## src/rtl/multdiv_pkg.sv

```systemverilog
// Shared types and constants for the multiply/divide sequencer and the HI/LO
// source select muxes.
package multdiv_pkg;

    typedef enum logic [1:0] {
        IDLE,
        MULT_RUN,
        DIV_RUN,
        WRITE
    } state_e;

    localparam logic DIVCTRL_DIV  = 1'b0;
    localparam logic DIVCTRL_MULT = 1'b1;

    function automatic int max_cycles(input int a, input int b);
        return (a > b) ? a : b;
    endfunction

endpackage

```

## src/rtl/lat_counter.sv

```systemverilog
// Loadable down-counter that times the fixed latency of a multiply or divide.
module lat_counter #(
    parameter int W = 6
) (
    input  logic         clk,
    input  logic         reset,
    input  logic         load,
    input  logic [W-1:0] value,
    input  logic         dec,
    output logic         zero
);

    logic [W-1:0] cnt_q;
    logic [W-1:0] cnt_d;

    // Saturates at zero so a stray dec can never wrap into a long stall.
    always_comb begin
        cnt_d = cnt_q;
        if (load) begin
            cnt_d = value;
        end else if (dec && (cnt_q != '0)) begin
            cnt_d = cnt_q - W'(1);
        end
    end

    always_ff @(posedge clk) begin
        if (!reset) begin
            cnt_q <= '0;
        end else begin
            cnt_q <= cnt_d;
        end
    end

    assign zero = (cnt_q == '0);

endmodule

```

## src/rtl/multdiv_ctrl.sv

```systemverilog
// Sequencer that launches the multiplier or divider, waits out its latency and
// then writes HI/LO; divide-by-zero is flagged without launching anything.
module multdiv_ctrl
    import multdiv_pkg::*;
#(
    parameter int MULT_CYCLES = 32,
    parameter int DIV_CYCLES  = 32,
    parameter int CNT_W       = $clog2(max_cycles(MULT_CYCLES, DIV_CYCLES) + 1)
) (
    input  logic clk,
    input  logic reset,
    input  logic op_mult,
    input  logic op_div,
    input  logic divisor_zero,
    output logic mult_start,
    output logic div_start,
    output logic div_ctrl,
    output logic hilo_write,
    output logic busy,
    output logic done,
    output logic div_zero_exc
);

    state_e     state_q, state_d;
    logic       mult_start_q, mult_start_d;
    logic       div_start_q, div_start_d;
    logic       div_ctrl_q, div_ctrl_d;
    logic       hilo_write_q, hilo_write_d;
    logic       busy_q, busy_d;
    logic       done_q, done_d;
    logic       div_zero_exc_q, div_zero_exc_d;

    logic             cnt_load;
    logic [CNT_W-1:0] cnt_load_val;
    logic             cnt_dec;
    logic             cnt_zero;

    lat_counter #(
        .W(CNT_W)
    ) u_lat_counter (
        .clk  (clk),
        .reset(reset),
        .load (cnt_load),
        .value(cnt_load_val),
        .dec  (cnt_dec),
        .zero (cnt_zero)
    );

    // Outputs are derived from the next state so every output is a flop.
    always_comb begin
        state_d        = state_q;
        div_ctrl_d     = div_ctrl_q;
        mult_start_d   = 1'b0;
        div_start_d    = 1'b0;
        div_zero_exc_d = 1'b0;
        cnt_load       = 1'b0;
        cnt_load_val   = '0;
        cnt_dec        = 1'b0;

        unique case (state_q)
            IDLE: begin
                if (op_mult) begin
                    state_d      = MULT_RUN;
                    cnt_load     = 1'b1;
                    cnt_load_val = CNT_W'(MULT_CYCLES - 1);
                    mult_start_d = 1'b1;
                    div_ctrl_d   = DIVCTRL_MULT;
                end else if (op_div) begin
                    if (divisor_zero) begin
                        div_zero_exc_d = 1'b1;
                    end else begin
                        state_d      = DIV_RUN;
                        cnt_load     = 1'b1;
                        cnt_load_val = CNT_W'(DIV_CYCLES - 1);
                        div_start_d  = 1'b1;
                        div_ctrl_d   = DIVCTRL_DIV;
                    end
                end
            end
            MULT_RUN, DIV_RUN: begin
                if (cnt_zero) begin
                    state_d = WRITE;
                end else begin
                    cnt_dec = 1'b1;
                end
            end
            WRITE: begin
                state_d = IDLE;
            end
            default: begin
                state_d = IDLE;
            end
        endcase

        busy_d       = (state_d != IDLE);
        hilo_write_d = (state_d == WRITE);
        done_d       = (state_d == WRITE);
    end

    always_ff @(posedge clk) begin
        if (!reset) begin
            state_q        <= IDLE;
            mult_start_q   <= 1'b0;
            div_start_q    <= 1'b0;
            div_ctrl_q     <= DIVCTRL_DIV;
            hilo_write_q   <= 1'b0;
            busy_q         <= 1'b0;
            done_q         <= 1'b0;
            div_zero_exc_q <= 1'b0;
        end else begin
            state_q        <= state_d;
            mult_start_q   <= mult_start_d;
            div_start_q    <= div_start_d;
            div_ctrl_q     <= div_ctrl_d;
            hilo_write_q   <= hilo_write_d;
            busy_q         <= busy_d;
            done_q         <= done_d;
            div_zero_exc_q <= div_zero_exc_d;
        end
    end

    assign mult_start   = mult_start_q;
    assign div_start    = div_start_q;
    assign div_ctrl     = div_ctrl_q;
    assign hilo_write   = hilo_write_q;
    assign busy         = busy_q;
    assign done         = done_q;
    assign div_zero_exc = div_zero_exc_q;

endmodule

```

## config.mk

```make
export PLATFORM = sky130hd
export DESIGN_NAME = multdiv_ctrl
export DESIGN_NICKNAME = d
export VERILOG_FILES = /design/src/rtl/multdiv_pkg.sv /design/src/rtl/lat_counter.sv /design/src/rtl/multdiv_ctrl.sv
export SDC_FILE = /design/constraint.sdc
export NUM_CORES = 1
export LEC_CHECK = 0
export ABC_CLOCK_PERIOD_IN_PS = 4370
export CORE_MARGIN = 8
export CORE_UTILIZATION = 45
export DETAILED_ROUTE_END_ITERATION = 10
export PLACE_DENSITY = 0.67
export SLEW_MARGIN = 10
export SYNTH_ARGS = -nofsm -noshare
export SYNTH_HDL_FRONTEND = slang
export SYNTH_SLANG_ARGS = --single-unit
```

## constraint.sdc

```tcl
create_clock -name clk -period 4.37 [get_ports clk]
set_input_delay 0.437 -clock clk [delete_from_list [all_inputs] [get_ports clk]]
set_output_delay 0.437 -clock clk [all_outputs]
set_load 0.03 [all_outputs]
```

==> reports/qor.csv <==
stage;metric;value;unit
status;status;complete, no violations;
sta;Final min period;1.815;ns
clocking;Num CTS Buffers;3;
critical_path;R2R Setup Slk;2.55;ns
sta;Setup TNS;0;ns
clocking;hold_buf cts;0;
detailed_routing;routed length per instance;12.42;um
sta;Final setup violation count;0;
finish;multi-input logic area;361.6;um2
synthesis;syn avg cell area;9.204;um2
critical_path;Critical Path Fanout Max;5;
floorplan;num ports;12;
detailed_routing;drt pass-1 iters;4;
floorplan;Die ar.;2986;um2
clocking;Post-CTS Resized;0;
grt;GRT overflow;0;
finish;n_diodes;0;
sta;worst-margin pin slew;0.4548;ns
floorplan;Vert. Die Dim;54.64;um
sta;fmax;550.9;MHz
floorplan;Rows;14;
floorplan;Core ar.;1454;um2
finish;share of post-route cells with drive strength above 1;0.1264;
grt;vias in the first global route;537;
sta;crit share post-route;0.4154;
sta;final hold vios;0;
sta;Setup Skew;0.002054;ns
detailed_routing;initial drt markers;13;
finish;Final nets;97;
synthesis;commonest register cell after synthesis;dfxtp_1;
placement;Routability Congestion;0.7868;
detailed_routing;Via density;5.427;
sta;RSZ-0062 raised after global routing;false;
power;Leakage;0.3173;nW
min_path;Hold Path Class;register to register;
synthesis;Ys Warns;0;
critical_path;Setup crit start kind;register;
critical_path;Worst EP required;4.58;ns
synthesis;Mapped Cells;73;
synthesis;Cell Area, Synth;671.9;um2
clocking;Clock Sinks;14;
finish;sequential cell area;280.3;um2
synthesis;top cells by count, synth;dfxtp_1 (14), nor2_1 (8), a21oi_1 (6);
clocking;post-CTS setup buffer count;0;
synthesis;Post-synth EDFFs;0;
synthesis;post-synthesis async set-or-reset flop share;0;
grt;largest net degree at the start of global routing;10;
synthesis;post-synth net total;82;
min_path;WHS Path Cells;1;
clocking;H-tree levels;1;
critical_path;Worst Reg-to-Reg Cells;6;
grt;Total GRT Usage;0.1015;
synthesis;top post-synthesis cells by area;dfxtp_1 (42%), ha_1 (7.4%), a21oi_1 (4.5%);
critical_path;CP endpoint kind;register;
synthesis;number of distinct library cells after synthesis;27;
grt;initial antenna violation count;0;
synthesis;Seq/Total Area, Yosys;0.4171;
clocking;CTS tree;built;
synthesis;most frequent cell after synthesis;dfxtp_1;
detailed_routing;wl on met1;596;um
critical_path;crit path DAT;2.02;ns
sta;max-slew violation count;0;
clocking;CTS max path bufs;2;
detailed_routing;via count;559;
power;Pwr Total;0.3280;mW
clocking;worst skew pair latency;0.28;ns
finish;filler cell count;133;
job;MaxCap Viol Count;0;
detailed_routing;Met2 Routed Length;521;um
detailed_routing;Routed WL;1.279;mm
synthesis;post-synth top area share;0.4171;
critical_path;CP Class;register to register;
clocking;clk root buf;clkbuf_4;
synthesis;area leader, netlist;dfxtp_1;
clocking;Worst-path clk slew;0.08;ns
grt;first-pass GRT wire length;2.235;mm
floorplan;Initial Utilization;0.4621;
detailed_routing;drt drc;0;
power;Power Dens Cells;394.8;nW/um2
placement;DPL Wire Length;969.9;um
detailed_routing;ANT nets after route;0;
power;VDD IR max;0.1933;mV
floorplan;die width;54.64;um
synthesis;Yosys reg bits;14;
detailed_routing;DR top layer;met4;
placement;# port buffers;11;
detailed_routing;met3 wire length;128;um
finish;Layout area overhead;23.65;%
sta;Rel. slew slack;0.6948;
==> report_power, final <==
| part | internal, mW | switching, mW | total [mW] | leakage (nW) |
|---|---|---|---|---|
| sequential | 0.140 | 0.00888 | 0.149 | 0.116 |
| combinational | 0.0378 | 0.0477 | 0.0855 | 0.181 |
| clock | 0.0507 | 0.0431 | 0.0938 | 0.0210 |
| total | 0.228 | 0.0997 | 0.328 | 0.317 |
==> layer usage <==
layer  vias up  track usage
li1        285            -
met1       252       0.1161
met2        17       0.1528
met3         5      0.03533
met4         0      0.07377
met5         -            0
==> through the flow <==
step	hold slack [ns]	util	setup slack, ns	cell area (um2)	cells
after CTS	0.4974	0.5714	2.543	830.8	103
after global placement	0.4684	0.5465	2.568	794.5	99
final	0.4923	0.5714	2.555	830.8	103
after global routing	0.5327	0.5714	2.462	830.8	103
after detailed placement	0.4763	0.5465	2.561	794.5	99
after floorplan	0.5094	-	2.674	671.9	73
==> worst max-delay path, cell delays in order, from the launching register on <==
cell     delay [ns]
dfxtp_1        0.32
inv_1          0.10
ha_1           0.16
or4b_4         0.51
o21ai_2        0.18
mux2_1         0.33
a21oi_1        0.15
==> cell usage in the layout (no fill, tap or decap), drive strengths merged <==
| master | instances |
|---|---|
| a2111oi | 1 |
| a211oi | 2 |
| a21oi | 6 |
| a31o | 2 |
| a31oi | 2 |
| and3 | 2 |
| clkbuf | 4 |
| clkdlybuf4s50 | 11 |
| clkinv | 1 |
| dfxtp | 14 |
| ha | 4 |
| inv | 5 |
| mux2 | 1 |
| nand2 | 2 |
| nand3 | 1 |
| nand4 | 1 |
| nand4b | 2 |
| nor2 | 10 |
| nor2b | 4 |
| o21ai | 6 |
| or3 | 1 |
| or4b | 1 |
| xnor2 | 2 |
| xor2 | 2 |
==> kinds of logic after synthesis <==
group / after synthesis / share of synthesized area
AOI/OAI and AO/OA: 19 / 0.1843
xor gates and xnor gates: 4 / 0.05215
adders and majority gates: 4 / 0.07449
buffers and inverters: 7 / 0.04469
DFF: 14 / 0.4171
muxes: 1 / 0.01676
and+or+nand+nor: 24 / 0.2104
==> state kept, by name, indices dropped and copies added (netlist names) <==
register             count
div_ctrl                 1
mult_start               1
done                     1
state_q                  2
u_lat_counter.cnt_q      6
div_zero_exc             1
div_start                1
busy                     1
==> cell type report <==
cell class / instances / area share
multi-input combinational: 52 / 0.4352
tap: 16 / 0.02410
timing repair buffer: 11 / 0.1325
sequential: 14 / 0.3373
inverter: 6 / 0.02711
clock buffer: 4 / 0.04367
==> worst paths after layout <==
| kind | startpoint | end |
|---|---|---|
| hold reg to reg | div_ctrl | div_ctrl |
| hold / removal | div_ctrl | div_ctrl |
| setup / recovery | u_lat_counter.cnt_q[0] | u_lat_counter.cnt_q[1] |
| setup reg to reg | u_lat_counter.cnt_q[0] | u_lat_counter.cnt_q[1] |
Note: power is estimated with default switching activity, not from simulation.
